==> src/rtl/mem_port_responder_if.sv <==
// mem_port_responder_if: bundles the CPU fetch port, the CPU load/store port
// and the word-wide backing-memory port seen by mem_port_responder.
// The slave modport is the responder's view; master is the CPU/memory side.
interface mem_port_responder_if;
    // Instruction fetch port
    logic        instr_read;
    logic [31:0] instr_mem_address;
    logic        instr_mem_resp;
    logic [31:0] instr_mem_rdata;

    // Load/store port
    logic        data_read;
    logic        data_write;
    logic [3:0]  data_mbe;
    logic [31:0] data_mem_address;
    logic [31:0] data_mem_wdata;
    logic        data_mem_resp;
    logic [31:0] data_mem_rdata;

    // Backing memory port
    logic        pmem_read;
    logic        pmem_write;
    logic [31:0] pmem_address;
    logic [31:0] pmem_wdata;
    logic [3:0]  pmem_mbe;
    logic [31:0] pmem_rdata;
    logic        pmem_resp;

    modport slave (
        input  instr_read, instr_mem_address,
        output instr_mem_resp, instr_mem_rdata,
        input  data_read, data_write, data_mbe, data_mem_address, data_mem_wdata,
        output data_mem_resp, data_mem_rdata,
        output pmem_read, pmem_write, pmem_address, pmem_wdata, pmem_mbe,
        input  pmem_rdata, pmem_resp
    );

    modport master (
        output instr_read, instr_mem_address,
        input  instr_mem_resp, instr_mem_rdata,
        output data_read, data_write, data_mbe, data_mem_address, data_mem_wdata,
        input  data_mem_resp, data_mem_rdata,
        input  pmem_read, pmem_write, pmem_address, pmem_wdata, pmem_mbe,
        output pmem_rdata, pmem_resp
    );
endinterface

==> src/rtl/mem_port_responder.sv <==
// mem_port_responder: arbitrates held fetch and load/store requests onto one
// word-wide backing-memory port and returns one-cycle responses with
// registered read data. Every output is a register (Moore style).
// Optional feature: define MEM_PORT_INSTR_HOLD_EN to add a one-entry
// instruction hold register that answers repeated fetches without pmem.
module mem_port_responder (
    input  logic                 clk,
    input  logic                 rst,
    mem_port_responder_if.slave  bus
);
    typedef enum logic [2:0] {
        IDLE   = 3'd0,
        INSTR  = 3'd1,
        DATA   = 3'd2,
        RESP_I = 3'd3,
        RESP_D = 3'd4
`ifdef MEM_PORT_INSTR_HOLD_EN
        , HIT  = 3'd5
`endif
    } state_t;

    state_t      state;
    logic        last_grant_data;

    logic        instr_resp_reg;
    logic [31:0] instr_rdata_reg;
    logic        data_resp_reg;
    logic [31:0] data_rdata_reg;

    logic        pmem_read_reg;
    logic        pmem_write_reg;
    logic [31:0] pmem_address_reg;
    logic [31:0] pmem_wdata_reg;
    logic [3:0]  pmem_mbe_reg;

    logic        instr_pending;
    logic        data_pending;
    logic        grant_data;
    logic        unused_addr_bits;

`ifdef MEM_PORT_INSTR_HOLD_EN
    logic        hold_valid;
    logic [29:0] hold_addr;
    logic [31:0] hold_data;
    logic        hold_hit;
    logic        hold_kill;
`endif

    assign instr_pending = bus.instr_read;
    assign data_pending  = bus.data_read | bus.data_write;

    // Data wins unless a fetch is also pending and data was granted last time.
    assign grant_data = data_pending & (~instr_pending | ~last_grant_data);

    // Byte offsets never reach the word-wide backing port.
    assign unused_addr_bits = ^{bus.instr_mem_address[1:0], bus.data_mem_address[1:0]};

`ifdef MEM_PORT_INSTR_HOLD_EN
    assign hold_hit = hold_valid & (hold_addr == bus.instr_mem_address[31:2]);
`endif

    assign bus.instr_mem_resp  = instr_resp_reg;
    assign bus.instr_mem_rdata = instr_rdata_reg;
    assign bus.data_mem_resp   = data_resp_reg;
    assign bus.data_mem_rdata  = data_rdata_reg;
    assign bus.pmem_read       = pmem_read_reg;
    assign bus.pmem_write      = pmem_write_reg;
    assign bus.pmem_address    = pmem_address_reg;
    assign bus.pmem_wdata      = pmem_wdata_reg;
    assign bus.pmem_mbe        = pmem_mbe_reg;

    // Single FSM: arbitration, backing-port drive and CPU responses, all registered.
    always_ff @(posedge clk or negedge rst) begin
        if (!rst) begin
            state            <= IDLE;
            last_grant_data  <= 1'b0;
            instr_resp_reg   <= 1'b0;
            instr_rdata_reg  <= 32'h0;
            data_resp_reg    <= 1'b0;
            data_rdata_reg   <= 32'h0;
            pmem_read_reg    <= 1'b0;
            pmem_write_reg   <= 1'b0;
            pmem_address_reg <= 32'h0;
            pmem_wdata_reg   <= 32'h0;
            pmem_mbe_reg     <= 4'h0;
`ifdef MEM_PORT_INSTR_HOLD_EN
            hold_valid       <= 1'b0;
            hold_addr        <= 30'h0;
            hold_data        <= 32'h0;
            hold_kill        <= 1'b0;
`endif
        end else begin
            case (state)
                IDLE: begin
                    if (grant_data) begin
                        state            <= DATA;
                        pmem_address_reg <= {bus.data_mem_address[31:2], 2'b00};
                        if (bus.data_write) begin
                            pmem_write_reg <= 1'b1;
                            pmem_wdata_reg <= bus.data_mem_wdata;
                            pmem_mbe_reg   <= bus.data_mbe;
                        end else begin
                            pmem_read_reg  <= 1'b1;
                            pmem_mbe_reg   <= 4'hF;
                        end
                    end else if (instr_pending) begin
`ifdef MEM_PORT_INSTR_HOLD_EN
                        if (hold_hit) begin
                            state           <= HIT;
                            instr_resp_reg  <= 1'b1;
                            instr_rdata_reg <= hold_data;
                        end else
`endif
                        begin
                            state            <= INSTR;
                            pmem_read_reg    <= 1'b1;
                            pmem_mbe_reg     <= 4'hF;
                            pmem_address_reg <= {bus.instr_mem_address[31:2], 2'b00};
                        end
                    end
                end

                INSTR: begin
                    if (bus.pmem_resp) begin
                        state            <= RESP_I;
                        instr_resp_reg   <= 1'b1;
                        instr_rdata_reg  <= bus.pmem_rdata;
                        pmem_read_reg    <= 1'b0;
                        pmem_address_reg <= 32'h0;
                        pmem_mbe_reg     <= 4'h0;
`ifdef MEM_PORT_INSTR_HOLD_EN
                        hold_addr        <= pmem_address_reg[31:2];
                        hold_data        <= bus.pmem_rdata;
`endif
                    end
                end

                DATA: begin
                    if (bus.pmem_resp) begin
                        state         <= RESP_D;
                        data_resp_reg <= 1'b1;
                        if (pmem_read_reg) begin
                            data_rdata_reg <= bus.pmem_rdata;
                        end
                        pmem_read_reg    <= 1'b0;
                        pmem_write_reg   <= 1'b0;
                        pmem_address_reg <= 32'h0;
                        pmem_wdata_reg   <= 32'h0;
                        pmem_mbe_reg     <= 4'h0;
`ifdef MEM_PORT_INSTR_HOLD_EN
                        hold_kill <= pmem_write_reg & hold_valid &
                                     (hold_addr == pmem_address_reg[31:2]);
`endif
                    end
                end

                RESP_I: begin
                    instr_resp_reg  <= 1'b0;
                    last_grant_data <= 1'b0;
                    state           <= IDLE;
`ifdef MEM_PORT_INSTR_HOLD_EN
                    hold_valid      <= 1'b1;
`endif
                end

                RESP_D: begin
                    data_resp_reg   <= 1'b0;
                    last_grant_data <= 1'b1;
                    state           <= IDLE;
`ifdef MEM_PORT_INSTR_HOLD_EN
                    if (hold_kill) begin
                        hold_valid <= 1'b0;
                    end
                    hold_kill <= 1'b0;
`endif
                end

`ifdef MEM_PORT_INSTR_HOLD_EN
                HIT: begin
                    instr_resp_reg  <= 1'b0;
                    last_grant_data <= 1'b0;
                    state           <= IDLE;
                end
`endif

                default: begin
                    state <= IDLE;
                end
            endcase
        end
    end
endmodule

==> src/flat_wrapper.sv <==
// flat-port wrapper written by rule: the top's interface ports become plain ports
module mem_port_responder_flat 
  (clk, rst, bus_instr_read, bus_instr_mem_address, bus_instr_mem_resp, bus_instr_mem_rdata, bus_data_read, bus_data_write, bus_data_mbe, bus_data_mem_address, bus_data_mem_wdata, bus_data_mem_resp, bus_data_mem_rdata, bus_pmem_read, bus_pmem_write, bus_pmem_address, bus_pmem_wdata, bus_pmem_mbe, bus_pmem_rdata, bus_pmem_resp);
  mem_port_responder_if bus_i ();
  input  logic clk;
  input  logic rst;
  input wire logic [$bits(bus_i.instr_read)-1:0] bus_instr_read;
  input wire logic [$bits(bus_i.instr_mem_address)-1:0] bus_instr_mem_address;
  output wire logic [$bits(bus_i.instr_mem_resp)-1:0] bus_instr_mem_resp;
  output wire logic [$bits(bus_i.instr_mem_rdata)-1:0] bus_instr_mem_rdata;
  input wire logic [$bits(bus_i.data_read)-1:0] bus_data_read;
  input wire logic [$bits(bus_i.data_write)-1:0] bus_data_write;
  input wire logic [$bits(bus_i.data_mbe)-1:0] bus_data_mbe;
  input wire logic [$bits(bus_i.data_mem_address)-1:0] bus_data_mem_address;
  input wire logic [$bits(bus_i.data_mem_wdata)-1:0] bus_data_mem_wdata;
  output wire logic [$bits(bus_i.data_mem_resp)-1:0] bus_data_mem_resp;
  output wire logic [$bits(bus_i.data_mem_rdata)-1:0] bus_data_mem_rdata;
  output wire logic [$bits(bus_i.pmem_read)-1:0] bus_pmem_read;
  output wire logic [$bits(bus_i.pmem_write)-1:0] bus_pmem_write;
  output wire logic [$bits(bus_i.pmem_address)-1:0] bus_pmem_address;
  output wire logic [$bits(bus_i.pmem_wdata)-1:0] bus_pmem_wdata;
  output wire logic [$bits(bus_i.pmem_mbe)-1:0] bus_pmem_mbe;
  input wire logic [$bits(bus_i.pmem_rdata)-1:0] bus_pmem_rdata;
  input wire logic [$bits(bus_i.pmem_resp)-1:0] bus_pmem_resp;
  assign bus_i.instr_read = bus_instr_read;
  assign bus_i.instr_mem_address = bus_instr_mem_address;
  assign bus_instr_mem_resp = bus_i.instr_mem_resp;
  assign bus_instr_mem_rdata = bus_i.instr_mem_rdata;
  assign bus_i.data_read = bus_data_read;
  assign bus_i.data_write = bus_data_write;
  assign bus_i.data_mbe = bus_data_mbe;
  assign bus_i.data_mem_address = bus_data_mem_address;
  assign bus_i.data_mem_wdata = bus_data_mem_wdata;
  assign bus_data_mem_resp = bus_i.data_mem_resp;
  assign bus_data_mem_rdata = bus_i.data_mem_rdata;
  assign bus_pmem_read = bus_i.pmem_read;
  assign bus_pmem_write = bus_i.pmem_write;
  assign bus_pmem_address = bus_i.pmem_address;
  assign bus_pmem_wdata = bus_i.pmem_wdata;
  assign bus_pmem_mbe = bus_i.pmem_mbe;
  assign bus_i.pmem_rdata = bus_pmem_rdata;
  assign bus_i.pmem_resp = bus_pmem_resp;
  mem_port_responder u_core (.clk(clk), .rst(rst), .bus(bus_i));
endmodule
==> config.mk <==
export PLATFORM = sky130hd
export DESIGN_NAME = mem_port_responder_flat
export DESIGN_NICKNAME = d
export VERILOG_FILES = /design/src/rtl/mem_port_responder_if.sv /design/src/rtl/mem_port_responder.sv /design/src/flat_wrapper.sv
export SDC_FILE = /design/constraint.sdc
export NUM_CORES = 1
export LEC_CHECK = 0
export ABC_CLOCK_PERIOD_IN_PS = 1850
export CAP_MARGIN = 25
export CORE_MARGIN = 5
export CORE_UTILIZATION = 38
export DETAILED_ROUTE_END_ITERATION = 7
export MAX_ROUTING_LAYER = met4
export PLACE_DENSITY = 0.77
export SLEW_MARGIN = 20
export SYNTH_ARGS = -nofsm -noshare
export SYNTH_HDL_FRONTEND = slang
export SYNTH_SLANG_ARGS = --single-unit
==> constraint.sdc <==
create_clock -name clk -period 1.85 [get_ports clk]
set_clock_uncertainty 0.2 [all_clocks]
set_input_delay 0.37 -clock clk [delete_from_list [all_inputs] [get_ports clk]]
set_output_delay 0.37 -clock clk [all_outputs]
set_load 0.02 [all_outputs]
# Yosys cells after proc, flatten, opt, wreduce, memory -nomap -nowiden
# Index checks and enable logic that the tools add are counted.
[op_classes]
eq_ne = 11
mux = 29
n_bitwise = 5
reduce_logical = 15
[ops]
columns = ["op", "count"]
rows = [
  ["2-to-1 mux 32 bit", 5],
  ["one-hot mux 32 bit (2 select lines)", 2],
  ["2-to-1 mux 4 bit", 4],
  ["2-to-1 mux 3 bit", 4],
  ["one-hot mux 1 bit (2 select lines)", 5],
  ["nonzero test 2 bit", 5],
  ["one-hot mux 3 bit (3 select lines)", 1],
  ["AND reduction 3 bit", 3],
  ["one-hot mux 4 bit (2 select lines)", 1],
  ["AND reduction 4 bit", 2],
  ["2-to-1 mux 1 bit", 7],
  ["equality test 3 x 2 -> 1 bit (second input constant)", 2],
  ["inequality test 2 bit (second input constant)", 3],
  ["AND reduction 2 bit", 3],
  ["inequality test 2 x 1 -> 1 bit (second input constant)", 2],
  ["equality test 3 x 1 -> 1 bit (second input constant)", 1],
  ["equality test 3 bit (second input constant)", 1],
  ["zero test 3 bit", 1],
  ["inequality test 3 x 2 -> 1 bit (second input constant)", 1],
  ["inequality test 3 bit (second input constant)", 1],
  ["NOT 1 bit", 2],
  ["bitwise OR 1 bit", 2],
  ["OR reduction 2 bit", 1],
  ["bitwise AND 1 bit", 1],
]
[word_totals]
register_bits = 140
input_bits = 138
out_inout_bits = 136
wordCells = 71

# Logic depth before layout (Yosys ltp)
[depth]
depth_word = 5
depth_mapped = 7
ltp_nobuf = 4

# Worst setup path after synthesis
# Ideal clock, no wire load.
[synth_timing]
kind = "reg-to-reg"
from = "register u_core.state[0]"
to = "register u_core.data_rdata_reg[0], in the netlist u_core.bus.data_mem_rdata[0]"
setup_time_ns = 0.125
arrival_time_ns = 1.413
t_required_ns = 1.525
path_slack_ns = 0.112
stages_incl_launch_ff = 8
n_path_buf = 3
period_less_slack_ns = 1.738
cell_sequence = "dfrtp_1 -> buf_6 -> nand4bb_1 -> buf_4 -> clkinv_4 -> nand2_4 -> buf_12 -> mux2_4"
[synth_via]
elab_chain_len = 2
[synth_lines]
columns = ["element", "line", "rtl"]
rows = [
  ["from (decl)", "mem_port_responder.sv:22", "state_t state;"],
  ["from (signal assigned)", "mem_port_responder.sv:75", "state <= IDLE;"],
  ["from (signal assigned)", "mem_port_responder.sv:96", "state <= DATA;"],
  ["from (signal assigned)", "mem_port_responder.sv:115", "state <= INSTR;"],
  ["equality test 3 x 2 -> 1 bit", "mem_port_responder.sv:93", "case (state)"],
  ["AND reduction 3 bit (no source line)", "--", ""],
  ["to (signal assigned)", "mem_port_responder.sv:143", "data_rdata_reg <= bus.pmem_rdata;"],
  ["to (decl)", "mem_port_responder.sv:28", "logic [31:0] data_rdata_reg;"],
]
# No other way between the ends.
# A chain may end at the register's enable or synchronous reset.

# Worst setup path in the final report
[layout_timing]
from = "register u_core.state[1]"
to = "register u_core.pmem_wdata_reg[12], in the netlist u_core.bus.pmem_wdata[12]"
[layout_via]
elab_chain_len = 3
word_cells_on_any_way = 8
classes_between = "eq/ne: 4; mux: 1; reduce/logical: 3"
[layout_lines]
columns = ["element", "line", "rtl"]
rows = [
  ["equality test 3 x 2 -> 1 bit or zero test 3 bit (tied branches)", "mem_port_responder.sv:93", ""],
  ["inequality test 2 bit (no source line) (tied with other cells)", "--", ""],
  ["AND reduction 4 bit (no source line)", "--", ""],
  ["to (signal assigned)", "mem_port_responder.sv:100", "pmem_wdata_reg <= bus.data_mem_wdata;"],
  ["to (decl)", "mem_port_responder.sv:33", "logic [31:0] pmem_wdata_reg;"],
]
# Several ways; a longest one is shown, not always the timed one.

==> flow_metrics.tcl <==
set metrics [dict create \
    grt_pass1_wl_mm 25.3 \
    vias 4547 \
    num_rows 45 \
    die_h_um 135 \
    gp_congestion 0.797 \
    io_buffers 267 \
    drtIter0Drc 92 \
    die_area_um2 18300 \
    cts.clk_slew.worst_paths_ps 60 \
    clock-sinks 138 \
    yosys-top-cells-area "dfrtp_1 (58%), mux2i_1 (11%), mux2_4 (8.0%)" \
    cp-start-kind "flop" \
    cap_violations 0 \
    slew_viol_final 0 \
    finalSetupViolations 0 \
    ys.flop_type "dfrtp_1" \
    synth_cell_types 33 \
    layout-drive-gt1-share_pct 20.3 \
    netlist_top_cells_count "dfrtp_1 (138), mux2i_1 (66), nand2_1 (36), inv_1 (33), mux2_4 (32)" \
    viasPerCell 4.71 \
    syn_area_um2 5970 \
    cts_tree "yes" \
    grt_max_degree 37 \
    diodes 0 \
    grt_pass1_vias 4787 \
    wirelength_mm 16.6 \
    clock_latency_ps 410 \
    grt_use_total_pct 18.3 \
    ir_worst_vdd_mv 0.794 \
    clockBufferDepth 2 \
    powerDensity_nw_per_um2 1690 \
    post-synth-top-count-cell "dfrtp_1" \
    outcome "finished, final reports clean" \
    avgRoutedWirePerCell_um 17.2 \
    drc 0 \
    yosysTopAreaCellShare_pct 57.8 \
    end_kind "flop" \
    finalHoldViolations 0 \
    path_class "flop to flop" \
    cts-buffers-inserted 17 \
    dr.pass1.iters 4 \
    avgSynthCellArea_um2 13.7 \
    synthArstFlopShare_pct 100 \
    crit_fanout 7 \
    final.min_clock_period_ps 1790 \
    holdWs_ps 224 \
    num-nets-final 880 \
    stdcell_count 966 \
    crit_arrival_ps 1890 \
    synth_edf_count 0 \
    detail-route-antenna-nets 0 \
    antenna_found_initial 0 \
    post-place-cells 927 \
    htree_levels 4 \
    dieWidth_um 135 \
    timing.final.crit_share_pct 97.0 \
    cts_root_buf "clkbuf_16" \
    ios 274 \
    leakage_nw 4.87 \
    yosysWarnings 0 \
    seq_area_frac_synth_pct 57.8 \
    crit_required_ps 1950 \
    initial_core_util_pct 39.0 \
    hpwl_mm 12.7 \
    grt.overflow.total 0 \
    netlist_instances 436 \
    hold_path_class "primary input to async pin" \
    synth_seq_cells 138 \
    max_freq_ghz 0.557 \
    core_um2 15300 \
    yosysTopAreaCell "dfrtp_1" \
    syn2layout_area_growth_pct 62.6 \
    final_core_util_pct 63.4 \
]
==> worst paths after layout <==
| path | slack, ps | depth (start not counted) | to | start |
|---|---|---|---|---|
| setup / recovery | 60 | 5 | u_core.bus.pmem_wdata[12] | u_core.state[1] |
| setup reg to reg | 60 | 5 | u_core.bus.pmem_wdata[12] | u_core.state[1] |
| hold / removal | 220 | 2 | u_core.bus.pmem_address[2] | rst |
| hold reg to reg | 280 | 2 | u_core.bus.pmem_write | u_core.bus.pmem_write |
| min in group clk | 280 | 2 | u_core.bus.pmem_write | u_core.bus.pmem_write |
| max in group asynchronous | 650 | 3 | u_core.state[1] | rst |
==> layout by cell type (no fill, tap or decap), types with 2 or more instances in the layout <==
cell and count:
dfrtp_1 136, dlygate4sd2_1 134, clkdlybuf4s50_1 132, mux2i_1 65, nand2_1 36, inv_1 33, mux2_4 32, o2bb2ai_1 30
mux2_2 30, buf_4 27, clkbuf_16 19, buf_12 13, nor2_1 10, o21ai_0 6, inv_6 6, a21oi_1 5
clkinv_4 4, a31oi_1 3, inv_8 3, buf_6 3, and3b_1 2, mux2_1 2, conb_1 2, dfrtp_2 2
==> metrics by stage <==
stage / setup WS (ps) / setup TNS, ps / area [um^2] / power, W
6_report: 55.5 / 0 / 9710 / 0.0164
5_1_grt: -21.8 / -79.0 / 9710 / 0.0174
4_1_cts: 20.7 / 0 / 9590 / 0.0164
3_5_place_dp: -346 / -31260 / 9170 / 0.0141
3_3_place_gp: -298 / -25850 / 9170 / 0.0138
2_1_floorplan: 112 / 0 / 5980 / 0.00977
==> kinds of logic (layout without fill, tap and decap cells) <==
family,after synthesis,in the layout,share of synthesized area [%]
XOR/XNOR,1,1,0.147
buffers and inverters,61,379,5.95
other,1,2,0.0628
AO/OA/AOI/OAI,48,48,6.33
flip-flops,138,138,57.8
multiplexers,130,130,25.1
AND/OR/NAND/NOR,57,57,4.55
==> cell type report <==
cell class	count	area, um^2
fill	1236	5600
inverter	34	133
clock buffer	17	425
multi-input combinational	238	2210
tap	211	264
timing repair buffer	313	3070
clock inverter	15	155
sequential	138	3460
==> worst max-delay path, stage by stage, from the launching register on <==
cell     delay, ps
dfrtp_2        420
buf_6          140
nor3_4         340
nand3_4        230
buf_12         210
mux2i_2        140
==> report_power, final <==
part           internal (W)  switching [W]
Combinational       0.00371        0.00417
Clock               0.00190        0.00139
Sequential          0.00447       0.000780
Total                0.0101        0.00634
==> what timing repair did <==
| action | in CTS | in global routing |
|---|---|---|
| hold buffers | 1 | 0 |
| gates cloned | 0 | 3 |
| setup buffers | 0 | 3 |
| endpoints found under the setup margin | 134 | 2 |
| hold endpoints to repair | 83 | 0 |
| pin swaps | 0 | 2 |
| gates resized for setup | 134 | 8 |
==> metal layers <==
layer	GRT usage, %	share of wire (%)	vias to the layer above
met3	5.61	7.4	28
met1	21.2	40	2222
met5	-	0	-
li1	-	-	2122
met2	30.6	51	175
met4	5.99	1.8	0
Power figures use the tool's default switching activity.
